$ cat src/rtl/cache_arbiter.sv
// cache_arbiter
//   Shares one physical-memory line port between the instruction cache (I)
//   and the data cache (D). One line transaction is in flight at a time. The
//   winner's request is latched and the memory port is driven from registers.
//   The response and the read line go back to the winning cache only.
//   Arbitration is round-robin. A data-cache writeback locks the next
//   arbitration to a data-cache refill, so the writeback and its refill stay
//   back-to-back.
//
// Handshake: each cache holds its request (i_read / d_read / d_write) as a
//   level until its one-cycle *_resp pulse. It drops or changes the request
//   from the cycle after that pulse. The memory side works the same way:
//   pmem_read / pmem_write stay high until a one-cycle pmem_resp. pmem_rdata
//   is valid only while pmem_resp is high.
//
// Ports:
//   clk, rst                 clock, asynchronous active-low reset
//   i_address, i_read        icache line read request
//   i_rdata, i_resp          line and completion pulse returned to icache
//   d_address, d_read,
//   d_write, d_wdata         dcache refill / writeback request
//   d_rdata, d_resp          line and completion pulse returned to dcache
//   pmem_address, pmem_read,
//   pmem_write, pmem_wdata   registered request to main memory
//   pmem_rdata, pmem_resp    main-memory response
//   dbg_state                current FSM state (0 IDLE, 1 SERVE, 2 DONE)
module cache_arbiter #(
    parameter int s_offset = 5,
    parameter int s_line   = 256
) (
    input  logic              clk,
    input  logic              rst,
    input  logic [31:0]       i_address,
    input  logic              i_read,
    output logic [s_line-1:0] i_rdata,
    output logic              i_resp,
    input  logic [31:0]       d_address,
    input  logic              d_read,
    input  logic              d_write,
    input  logic [s_line-1:0] d_wdata,
    output logic [s_line-1:0] d_rdata,
    output logic              d_resp,
    output logic [31:0]       pmem_address,
    output logic              pmem_read,
    output logic              pmem_write,
    output logic [s_line-1:0] pmem_wdata,
    input  logic [s_line-1:0] pmem_rdata,
    input  logic              pmem_resp,
    output logic [1:0]        dbg_state
);

    typedef enum logic [1:0] {
        IDLE  = 2'd0,
        SERVE = 2'd1,
        DONE  = 2'd2
    } state_t;

    // Clears the line-offset bits so memory always sees an aligned address.
    localparam logic [31:0] addr_mask = ~((32'd1 << s_offset) - 32'd1);

    state_t state, state_n;

    // grant / last_grant: 0 = icache, 1 = dcache
    logic              grant, grant_n;
    logic              is_write, is_write_n;
    logic              last_grant, last_grant_n;
    logic              lock, lock_n;
    logic [31:0]       addr_n;
    logic [s_line-1:0] wdata_n;
    logic              read_n, write_n;
    logic              i_resp_n, d_resp_n;
    logic [s_line-1:0] i_rdata_n, d_rdata_n;
    logic              d_req;
    logic              pick_d;

    assign d_req     = d_read | d_write;
    assign dbg_state = state;

    always_ff @(posedge clk or negedge rst) begin
        if (!rst) begin
            state        <= IDLE;
            grant        <= 1'b0;
            is_write     <= 1'b0;
            last_grant   <= 1'b1;  // first tie goes to the icache
            lock         <= 1'b0;
            pmem_address <= '0;
            pmem_wdata   <= '0;
            pmem_read    <= 1'b0;
            pmem_write   <= 1'b0;
            i_resp       <= 1'b0;
            d_resp       <= 1'b0;
            i_rdata      <= '0;
            d_rdata      <= '0;
        end else begin
            state        <= state_n;
            grant        <= grant_n;
            is_write     <= is_write_n;
            last_grant   <= last_grant_n;
            lock         <= lock_n;
            pmem_address <= addr_n;
            pmem_wdata   <= wdata_n;
            pmem_read    <= read_n;
            pmem_write   <= write_n;
            i_resp       <= i_resp_n;
            d_resp       <= d_resp_n;
            i_rdata      <= i_rdata_n;
            d_rdata      <= d_rdata_n;
        end
    end

    always_comb begin
        state_n      = state;
        grant_n      = grant;
        is_write_n   = is_write;
        last_grant_n = last_grant;
        lock_n       = lock;
        addr_n       = pmem_address;
        wdata_n      = pmem_wdata;
        read_n       = pmem_read;
        write_n      = pmem_write;
        i_resp_n     = 1'b0;
        d_resp_n     = 1'b0;
        i_rdata_n    = i_rdata;
        d_rdata_n    = d_rdata;
        pick_d       = 1'b0;

        case (state)
            IDLE: begin
                if (i_read || d_req) begin
                    if (i_read && d_req) begin
                        // Tie: take the side not served last, unless the
                        // last job was a dcache writeback and the dcache now
                        // wants its refill.
                        pick_d = (lock && d_read) ? 1'b1 : ~last_grant;
                    end else begin
                        pick_d = d_req;
                    end
                    grant_n    = pick_d;
                    // If read and write are both high, treat the request as a write.
                    is_write_n = pick_d & d_write;
                    addr_n     = (pick_d ? d_address : i_address) & addr_mask;
                    wdata_n    = d_wdata;
                    read_n     = ~is_write_n;
                    write_n    = is_write_n;
                    lock_n     = 1'b0;
                    state_n    = SERVE;
                end
            end
            SERVE: begin
                if (pmem_resp) begin
                    read_n       = 1'b0;
                    write_n      = 1'b0;
                    last_grant_n = grant;
                    lock_n       = grant & is_write;
                    if (grant) begin
                        d_rdata_n = pmem_rdata;
                        d_resp_n  = 1'b1;
                    end else begin
                        i_rdata_n = pmem_rdata;
                        i_resp_n  = 1'b1;
                    end
                    state_n = DONE;
                end
            end
            DONE: begin
                // The response pulse is high during this cycle. This extra
                // cycle keeps a request that just completed from being
                // granted again before the cache drops it.
                state_n = IDLE;
            end
            default: begin
                state_n = IDLE;
            end
        endcase
    end

endmodule

$ cat config.mk
export PLATFORM = sky130hd
export DESIGN_NAME = cache_arbiter
export DESIGN_NICKNAME = d
export VERILOG_FILES = /design/src/rtl/cache_arbiter.sv
export SDC_FILE = /design/constraint.sdc
export NUM_CORES = 1
export LEC_CHECK = 0
export BUFFER_PORTS_ARGS = -buffer_cell sky130_fd_sc_hd__buf_2
export CAP_MARGIN = 40
export CORE_AREA = 2 2 543 545
export CTS_BUF_LIST = sky130_fd_sc_hd__clkbuf_4 sky130_fd_sc_hd__clkbuf_8
export CTS_CLUSTER_SIZE = 14
export DETAILED_ROUTE_END_ITERATION = 10
export DIE_AREA = 0 0 545 547
export GPL_TIMING_DRIVEN = 0
export SLEW_MARGIN = 15
export SYNTH_ARGS = -nofsm -noshare
export SYNTH_HDL_FRONTEND = slang
export SYNTH_SLANG_ARGS = --single-unit
$ cat constraint.sdc
create_clock -name clk -period 4.87 [get_ports clk]
set_input_delay 0.7305 -clock clk [delete_from_list [all_inputs] [get_ports clk]]
set_output_delay 0.7305 -clock clk [all_outputs]
set_load 0.05 [all_outputs]
# == Yosys cells after proc, flatten, opt, wreduce, memory -nomap -nowiden ==
# Index checks and enable logic that the tools add are counted.
# word_totals
reg_bits,805
inputBits,582
output_inout_bits,806
word_cells,55
# op_classes
eq_ne,3
mux,22
bitwise_logic,6
n_reduce_logical,11
# ops
op,n
$mux 32,1
$mux 1,15
$reduce_and 3->1,3
$pmux 1 s2,3
$reduce_and 2->1,3
$mux 2,2
$ne 2x2->1 const B,2
$pmux 2 s2,1
$not 1->1,3
$and 1x1->1,2
$eq 2x1->1 const B,1
$logic_and 1x1->1,2
$logic_not 2->1,1
$reduce_bool 2->1,1
$logic_or 1x1->1,1
$or 1x1->1,1

# == Logic depth before layout (Yosys ltp) ==
# Gate-level depths: netlist (run 1).
# logic_depth
word_depth,9
mapped_depth,8
depth_no_buf,6

# == Worst setup path before layout (run 1) ==
# No wires, ideal clock.
# synth_path
path_kind,flip-flop to flip-flop
start,"register state[0], in the netlist dbg_state[0]"
end,register d_rdata[246]
setup_time_ps,127
arrival_ps,1810
required_ps,4743
setup_slack_ps,2932
stages_incl_launch_ff,9
path_buffers,2
period_less_slack_ps,1938
cell_sequence,dfrtp_1 nor2b_4 nand2_4 inv_4 nand2_4 buf_6 inv_4 buf_6 mux2_1
# synth_via
elab_chain_cells,2
# synth_rtl
element,line_no,rtl
start: declaration,61,"state_t state, state_n;"
start signal: assignment,95,state <= state_n;
$eq 2x1->1,127,case (state)
$reduce_and 3->1 (no line),n/a,
end signal: assignment,107,d_rdata <= d_rdata_n;
end: declaration,41,"output logic [s_line-1:0] d_rdata,"
# No other way between the ends.
# A chain may end at the register's enable or synchronous reset.

# == Worst setup path after layout (run 1) ==
# layout_path
start,input port d_write
end,register pmem_address[11]
# layout_via
elab_chain_cells,6
word_cells_on_any_way,8
cone_classes,mux: 4; bitwise: 1; reduce/logical: 3
# layout_rtl
element,line_no,rtl
start: declaration,39,"input logic d_write,"
$or 1x1->1 *,76,assign d_req = d_read | d_write;
$logic_and 1x1->1,130,if (i_read && d_req) begin
$mux 1,130,
$mux 1,129,if (i_read || d_req) begin
$mux 1,127,
$mux 32,141,addr_n = (pick_d ? d_address : i_address) & addr_mask;
end signal: assignment,100,pmem_address <= addr_n;
end: declaration,43,"output logic [31:0] pmem_address,"
# Every way passes the cells marked *; elsewhere a longest branch is shown, timed or not. The select of a mux whose other input is x is not followed.

==> flow_metrics.env, run 1 <==
export IMPL_final_cells=8443
export IMPL_yosys_warnings=0
export IMPL_coreArea_mm2=0.293
export IMPL_syn_avg_cell_area_um2=13.3
export IMPL_syn_cell_area_mm2=0.0313
export IMPL_drive_gt1_frac=0.513
export IMPL_place_ws_ps=1980
export IMPL_rsz0062_at_grt="no"
export IMPL_ys_ff_latch=805
export IMPL_seq_area_frac_synth=0.644
export IMPL_dp_hpwl_mm=211
export IMPL_fin_ws_ps=2030
export IMPL_pin_count=1388
export IMPL_final_common_cell="buf_2"
export IMPL_arrival_ps=3690
export IMPL_totalWireLength_mm=245
export IMPL_clk_latency_ps=950
export IMPL_holdCritPathClass="primary input to flop"
export IMPL_initial_utilization=0.107
export IMPL_finalSetupViolCount=0
export IMPL_avgViaCountPerCell=3.33
export IMPL_crit_type="primary input to flop"
export IMPL_ys_types=31
export IMPL_cts_buffers=160
export IMPL_fill_cells=32200
export IMPL_first_pass_iters=5
export IMPL_ys_flop_type="dfrtp_1"
export IMPL_clock_fmax_ghz=0.352
export IMPL_cp_end_kind="flop"
export IMPL_clk_pin_slew_worst_paths_ps=60
export IMPL_required_ps=5720
export IMPL_final_area_mm2=0.0515
export IMPL_grt_pass1_wl_mm=303
export IMPL_cts_tree="done"
export IMPL_chipHeight_um=547
export IMPL_grt_max_degree=134
export IMPL_drcViolationCount=0
export IMPL_std_cell_rows=199
export IMPL_tightestPinTransition_ps=954
export IMPL_ant_nets=0
export IMPL_finalSetupTns_ps=0
export IMPL_place_area_mm2=0.0433
export IMPL_clock_path_buffers=4
export IMPL_finalCriticalPeriod_ps=2840
export IMPL_start_kind="primary input"
export IMPL_grt_overflow_total=0
export IMPL_r2r_start="dbg_state[1]$_DFFE_PN0P_"
export IMPL_clock_sinks=805
export IMPL_route_vias_total=28100
export IMPL_worstPathMaxFanout=10
export IMPL_synth_edf_count=0
export IMPL_cellPowerDensity_mw_per_mm2=920
export IMPL_placedCellCount=7655
export IMPL_dieArea_mm2=0.298
export IMPL_grt_pass1_vias=28100
export IMPL_place_gp_congestion=0.963
export IMPL_crit_start="d_write"
export IMPL_drt_iter0_drc=2350
export IMPL_max_slew_margin_rel=0.364
export IMPL_synthCells=2350
export IMPL_r2r_end="i_rdata[210]$_DFFE_PN0P_"
export IMPL_cap_violations=0
export IMPL_regArea_mm2=0.0201
export IMPL_peakVddDrop_mv=0.660
export IMPL_wl_per_cell_um=29.0
export IMPL_finalCritPeriodShare=0.583
export IMPL_htree_levels=4
export IMPL_leakagePower_nw=25.4
export IMPL_antenna_found_initial=182
export IMPL_slew_viol_final=0
export IMPL_fin_nets=4929
export IMPL_finalClockSkew_ps=90.1
export IMPL_status="completed"
export IMPL_multi_input_area_mm2=0.0102
export IMPL_grt_usage=0.158
export IMPL_area_delta_synth_final_pct=64.6
export IMPL_hp_start="d_wdata[66]"
export IMPL_hold_viol_final=0
export IMPL_r2r_slack_ps=2430
export IMPL_worstRegToRegCells=6
export IMPL_die_w_um=545
export IMPL_io_buffers=1372
export IMPL_async_flop_share=1.00
export IMPL_final_cell_mix="buf_2, dfrtp_1, nand2_1"
export IMPL_clockRootBuffer="clkbuf_8"
export IMPL_cp_endpoint="pmem_address[11]$_DFFE_PN0P_"
[worst max-delay path: stages]
cell and delay (ps):
dlygate4sd3_1 650, buf_2 190, nor3_1 280, or3_1 150
buf_2 390, buf_2 470, a21oi_1 100, a21oi_1 150
dlygate4sd3_1 560
[logic make-up after synthesis]
group	count (synthesis)	share of synthesized area
other	1	0.000120
buffers and inverters	131	0.0292
DFF	805	0.644
muxes	512	0.213
and+or+nand+nor	838	0.102
AOI/OAI and AO/OA	63	0.0109
[where the power goes]
| part | internal (mW) | total, mW | switching, mW |
|---|---|---|---|
| logic | 6.43 | 27.5 | 21.1 |
| registers | 10.1 | 12.0 | 1.91 |
| clock network | 4.41 | 7.84 | 3.43 |
[cells in the mapped netlist (8+ instances only)]
cell type	count	area [um^2]
mux2_2	264	2970
mux2_4	240	3600
buf_6	27	304
dfrtp_1	804	20100
a21oi_1	55	275
mux2_1	8	90.1
nor2_1	29	109
nand2_1	800	3000
clkbuf_1	14	52.6
buf_2	51	255
buf_4	31	233
[worst min path at each step]
| stage | end | cells after the start | slack (ps) |
|---|---|---|---|
| global route | i_rdata[183]$_DFFE_PN0P_ | 2 | 30 |
| global placement | pmem_wdata[195]$_DFFE_PN0P_ | 2 | 450 |
| CTS | pmem_address[28]$_DFFE_PN0P_ | 3 | 0.03 |
| floorplan | d_rdata[0]$_DFFE_PN0P_ | 0 | 430 |
| detailed placement | pmem_wdata[200]$_DFFE_PN0P_ | 2 | 460 |
| finish | pmem_wdata[66]$_DFFE_PN0P_ | 3 | 140 |
[per-stage QoR]
| step | power, mW | utilization | hold WS (ps) |
|---|---|---|---|
| 2_1_floorplan | 29.3 | - | 435 |
| 3_3_place_gp | 39.3 | 0.147 | 454 |
| 3_5_place_dp | 39.5 | 0.148 | 458 |
| 4_1_cts | 48.0 | 0.175 | 0.0314 |
| 5_1_grt | 49.7 | 0.176 | 28.1 |
| 6_report | 47.4 | 0.176 | 140 |
[area by class of cell]
type                    instances  area share
inverters                       2    0.000243
clock inverters                34     0.00853
flip-flops and latches        805       0.391
plain buffers                 129      0.0175
multi-input cells            1418       0.199
well taps                    3919      0.0953
repair buffers               1831       0.226
diodes                         60     0.00292
clock buffers                 245      0.0597
[sequential cells by signal, indices dropped and copies added, names as in the netlist, 2 cells and up]
register / cells
d_rdata: 256
i_rdata: 256
pmem_wdata: 256
pmem_address: 27
dbg_state: 2
[routing by layer]
layer,vias to the layer above,part of all wire,track usage
met1,13700,0.36,0.170
met5,-,0.0026,0
met4,94,0.035,0.0482
met3,507,0.18,0.116
met2,1964,0.42,0.241
li1,11800,-,-
[what timing repair did]
action                                 in CTS  in global routing
setup buffers                               0                  0
hold buffers                              448                  0
resized for setup                           0                  0
endpoints found under the hold margin     866                  0
(Power assumes the default switching activity.)
==> inputs of run 2 (changes only) <==
Clock period 4.87 ns to 2.85 ns, I/O delays scaled along.
==> flow_metrics.env, run 2 (same netlist as run 1, synthesis figures left out) <==
export IMPL_finalCriticalPeriod_ps=2750
export IMPL_crit_type="primary input to flop"
export IMPL_final_cells=8583
export IMPL_crit_chain="dlygate4sd3_1 > buf_2 > nor3_1 > or3_1 > buf_2 > buf_2 > a21oi_1 > a21oi_1 > dlygate4sd3_1"
export IMPL_final_common_cell="buf_2"
export IMPL_cts_setup_buffers=0
export IMPL_clk_latency_ps=950
export IMPL_chipHeight_um=547
export IMPL_placedCellCount=7655
export IMPL_totalWireLength_mm=247
export IMPL_p_clk_frac=0.165
export IMPL_htree_levels=4
export IMPL_slew_viol_final=0
export IMPL_drive_gt1_frac=0.500
export IMPL_cts_tree="done"
export IMPL_coreArea_mm2=0.293
export IMPL_finalSetupTns_ps=0
export IMPL_r2r_start="dbg_state[1]$_DFFE_PN0P_"
export IMPL_cts_buffers=160
export IMPL_combPwrFrac=0.583
export IMPL_ant_nets=0
export IMPL_die_w_um=545
export IMPL_dp_hpwl_mm=211
export IMPL_leakagePower_nw=25.9
export IMPL_multi_input_area_mm2=0.0102
export IMPL_io_buffers=1372
export IMPL_p_sw_frac=0.556
export IMPL_hold_viol_final=0
export IMPL_initial_utilization=0.107
export IMPL_worstRegToRegCells=6
export IMPL_p_seq_frac=0.252
export IMPL_drt_iter0_drc=2393
export IMPL_status="completed"
export IMPL_reg_top3="d_rdata: 256 flops, i_rdata: 256 flops, pmem_wdata: 256 flops"
export IMPL_dieArea_mm2=0.298
export IMPL_grt_max_degree=134
export IMPL_cellPowerDensity_mw_per_mm2=1540
export IMPL_grt_pass1_wl_mm=307
export IMPL_finalClockSkew_ps=95.2
export IMPL_clock_sinks=805
export IMPL_tightestPinTransition_ps=964
export IMPL_peakVddDrop_mv=1.13
export IMPL_place_gp_congestion=0.963
export IMPL_grt_overflow_total=0
export IMPL_finalCritPeriodShare=0.964
export IMPL_worstPathMaxFanout=10
export IMPL_min_path_cells=3
export IMPL_clk_pin_slew_worst_paths_ps=60
export IMPL_fill_cells=32100
export IMPL_regArea_mm2=0.0201
export IMPL_max_slew_margin_rel=0.357
export IMPL_pin_count=1388
export IMPL_route_vias_total=28600
export IMPL_slowest_delay_ps=650
export IMPL_cap_violations=0
export IMPL_rsz0062_at_grt="no"
export IMPL_clock_fmax_ghz=0.364
export IMPL_antenna_found_initial=185
export IMPL_holdPathEnd="pmem_address[22]$_DFFE_PN0P_"
export IMPL_crit_top_cell="buf_2"
export IMPL_postCtsResizedCells=0
export IMPL_hold_buffers=568
export IMPL_clock_path_buffers=4
export IMPL_arrival_ps=3550
export IMPL_area_delta_synth_final_pct=68.6
export IMPL_wl_per_cell_um=28.8
export IMPL_final_util=0.180
export IMPL_start_kind="primary input"
export IMPL_switchingPower_mw=45.3
export IMPL_finalPower_mw=81.4
export IMPL_final_cell_mix="buf_2, dfrtp_1, nand2_1"
export IMPL_clockRootBuffer="clkbuf_8"
export IMPL_holdCritPathClass="primary input to flop"
export IMPL_finalSetupViolCount=0
export IMPL_std_cell_rows=199
export IMPL_r2r_end="pmem_address[23]$_DFFE_PN0P_"
export IMPL_first_pass_iters=6
export IMPL_avgViaCountPerCell=3.34
export IMPL_cp_end_kind="flop"
export IMPL_fin_nets=5049
export IMPL_required_ps=3660
export IMPL_hp_start="d_address[22]"
export IMPL_drcViolationCount=0
export IMPL_r2r_slack_ps=200
export IMPL_slowest_stage="dlygate4sd3_1"
export IMPL_intPower_mw=36.1
export IMPL_grt_usage=0.159
export IMPL_grt_pass1_vias=28900
run 2: cell types whose count changed in the layout (fill, tap and decap cells not counted):
| cell | previous run | this run |
|---|---|---|
| dlygate4sd3_1 | 448 | 567 |
| diode_2 | 60 | 80 |
| buf_12 | 1 | 2 |
run 2: cell type report:
type                    count  area share
diodes                     80     0.00380
plain buffers             129      0.0171
clock buffers             245      0.0583
clock inverters            34     0.00833
inverters                   2    0.000237
multi-input cells        1418       0.194
flip-flops and latches    805       0.382
well taps                3919      0.0930
repair buffers           1951       0.243
run 2: worst max-delay path by stage:
stage	start	to	slack [ps]
detailed placement	dbg_state[1]$_DFFE_PN0P_	i_rdata[210]$_DFFE_PN0P_	210
global route	d_write	pmem_address[23]$_DFFE_PN0P_	50
CTS	dbg_state[1]$_DFFE_PN0P_	pmem_address[23]$_DFFE_PN0P_	110
global placement	rst	pmem_wdata[15]$_DFFE_PN0P_	-17520
floorplan	dbg_state[0]$_DFFE_PN0P_	d_rdata[246]$_DFFE_PN0P_	910
finish	d_write	pmem_address[23]$_DFFE_PN0P_	100
run 2: metrics by stage:
stage	hold WS, ps	cell area, um^2	setup WS (ps)
3_5_place_dp	272	43300	213
6_report	187	52700	104
3_3_place_gp	454	43000	-17520
5_1_grt	59.8	52600	46.3
4_1_cts	13.8	52500	111
2_1_floorplan	132	31300	912
run 2: critical path, delay by kind of cell:
kind,cells,cell delay (ps)
buf+inv,5,2290
simple gates,2,430
compound gates,2,380
run 2: per-layer routing:
| layer | global-route usage | routed length [um] |
|---|---|---|
| met5 | 0 | 640 |
| met4 | 0.0568 | 9760 |
| met3 | 0.114 | 44200 |
| met2 | 0.240 | 105000 |
| met1 | 0.172 | 88100 |
run 2: power groups by stage:
stage | clock, mW | combinational (mW) | sequential, mW
floorplan | 0 | 9.65 | 40.3
global placement | 0 | 46.8 | 20.4
detailed placement | 0 | 46.9 | 20.5
CTS | 14.0 | 48.1 | 20.4
global route | 14.4 | 49.8 | 21.2
finish | 13.4 | 47.4 | 20.5
==> inputs of run 3 (changes only) <==
Settings changed: REMOVE_ABC_BUFFERS set to 1.
==> flow_metrics.env, run 3 (same netlist as run 1, synthesis figures left out) <==
export IMPL_holdCritPathClass="primary input to flop"
export IMPL_final_common_cell="buf_2"
export IMPL_hp_start="i_read"
export IMPL_r2r_end="i_rdata[19]$_DFFE_PN0P_"
export IMPL_crit_type="flop to flop"
export IMPL_area_delta_synth_final_pct=68.5
export IMPL_crit_top_cell="buf_16"
export IMPL_clk_pin_slew_worst_paths_ps=50
export IMPL_reg_top3="d_rdata: 256 flops, i_rdata: 256 flops, pmem_wdata: 256 flops"
export IMPL_finalCriticalPeriod_ps=2690
export IMPL_start_kind="flop"
export IMPL_tightestPinTransition_ps=807
export IMPL_fin_ws_ps=157
export IMPL_drcViolationCount=0
export IMPL_cts_buffers=161
export IMPL_slew_viol_final=0
export IMPL_clock_fmax_ghz=0.371
export IMPL_drive_gt1_frac=0.494
export IMPL_final_cells=8503
export IMPL_cts_tree="done"
export IMPL_slowest_stage="dfrtp_1"
export IMPL_cap_violations=0
export IMPL_slowest_delay_ps=430
export IMPL_finalClockSkew_ps=69.1
export IMPL_worstRegToRegCells=9
export IMPL_grt_met3_usage=0.0903
export IMPL_first_pass_iters=6
export IMPL_finalSetupViolCount=0
export IMPL_place_ws_ps=-602
export IMPL_min_path_cells=6
export IMPL_place_gp_congestion=0.930
export IMPL_busiest_layer="met2"
export IMPL_die_w_um=545
export IMPL_finalSetupTns_ps=0
export IMPL_grt_pass1_vias=27700
export IMPL_required_ps=3610
export IMPL_place_area_mm2=0.0432
export IMPL_grt_overflow_total=0
export IMPL_grt_pass1_wl_mm=262
export IMPL_peakVddDrop_mv=1.20
export IMPL_grt_max_degree=137
export IMPL_clockRootBuffer="clkbuf_8"
export IMPL_cp_end_kind="flop"
export IMPL_clk_latency_ps=910
export IMPL_met2_usage=0.197
export IMPL_chipHeight_um=547
export IMPL_regArea_mm2=0.0201
export IMPL_final_cell_mix="buf_2, dfrtp_1, nand2_1"
export IMPL_initial_utilization=0.107
export IMPL_ant_nets=0
export IMPL_clock_sinks=805
export IMPL_status="completed"
export IMPL_htree_levels=4
export IMPL_avgViaCountPerCell=3.22
export IMPL_fill_cells=32200
export IMPL_arrival_ps=3450
export IMPL_placedCellCount=7563
export IMPL_use_met1=0.142
export IMPL_grt_usage=0.131
export IMPL_antenna_found_initial=227
export IMPL_cellPowerDensity_mw_per_mm2=1480
export IMPL_dieArea_mm2=0.298
export IMPL_fin_nets=4968
export IMPL_rsz0062_at_grt="no"
export IMPL_r2r_start="dbg_state[0]$_DFFE_PN0P_"
export IMPL_drt_iter0_drc=1437
export IMPL_route_vias_total=27400
export IMPL_worstPathMaxFanout=27
export IMPL_leakagePower_nw=25.7
export IMPL_hold_viol_final=0
export IMPL_finalCritPeriodShare=0.945
export IMPL_wl_per_cell_um=24.1
export IMPL_pin_count=1388
export IMPL_max_slew_margin_rel=0.462
export IMPL_multi_input_area_mm2=0.0102
export IMPL_final_util=0.180
export IMPL_totalWireLength_mm=205
export IMPL_io_buffers=1372
export IMPL_holdPathEnd="pmem_wdata[75]$_DFFE_PN0P_"
export IMPL_clock_path_buffers=4
export IMPL_final_area_mm2=0.0527
export IMPL_coreArea_mm2=0.293
export IMPL_crit_chain="nor2b_4 > nand2_4 > nor2_4 > clkbuf_16 > buf_16 > buf_16 > buf_12 > buf_16 > mux2_2"
export IMPL_dp_hpwl_mm=168
export IMPL_std_cell_rows=199
export IMPL_r2r_slack_ps=160
## run 3: cell count changes in the layout (fill, tap and decap cells not counted), moves of 4 or more
cell,delta
clkinv_2,+7
buf_6,-26
clkinvlp_4,+5
buf_12,+4
buf_2,-51
buf_16,+16
buf_4,-27
dlygate4sd3_1,+4
buf_8,+12
clkbuf_1,-13
## run 3: worst max path at each step
stage,start,to,slack (ps),cells after the start
after floorplan,dbg_state[1]$_DFFE_PN0P_,pmem_write$_DFFE_PN0P_,-6940,3
after global placement,rst,i_rdata[96]$_DFFE_PN0P_,-18250,1
after detailed placement,dbg_state[0]$_DFFE_PN0P_,i_rdata[205]$_DFFE_PN0P_,-600,12
after CTS,dbg_state[1]$_DFFE_PN0P_,pmem_wdata[91]$_DFFE_PN0P_,20,10
after global routing,dbg_state[0]$_DFFE_PN0P_,i_rdata[52]$_DFFE_PN0P_,70,9
final,dbg_state[0]$_DFFE_PN0P_,i_rdata[19]$_DFFE_PN0P_,160,9
## run 3: worst max-delay path: cells and delay by family (launching register included)
family / cells / cell delay (ps)
simple gates: 3 / 550
mux: 1 / 350
buf+inv: 5 / 1070
flops: 1 / 430
## run 3: repair_timing
action	4_1_cts	5_1_grt
hold buffers	572	0
gates cloned	1	3
endpoints found under the setup margin	81	63
hold endpoints to repair	1054	0
buffers inserted	1	5
gates resized for setup	2	1
pin swaps	1	2
## run 3: final cells by class
type | instances | area share
diodes | 78 | 0.00371
clock buffers | 243 | 0.0578
clock inverters | 40 | 0.00734
inverters | 2 | 0.000238
multi-input cells | 1418 | 0.195
flip-flops and latches | 805 | 0.382
well taps | 3919 | 0.0931
repair buffers | 1998 | 0.261
## run 3: per-stage QoR
step | power (mW) | hold WS [ps]
after floorplan | 48.0 | 132
after global placement | 52.6 | 456
after detailed placement | 64.2 | 317
after CTS | 79.1 | 28.4
after global routing | 82.2 | 85.9
final | 78.0 | 157
## run 3: where the power goes
group	switching [mW]	leakage [nW]	internal (mW)
Clock	5.74	1.80	7.29
Combinational	33.0	14.2	11.7
Sequential	3.04	9.66	17.3
## run 3: metal layers
layer,part of all wire,vias to the layer above
li1,-,11900
met1,0.37,13200
met2,0.42,1560
met3,0.16,583
met4,0.050,158
met5,0.0052,-
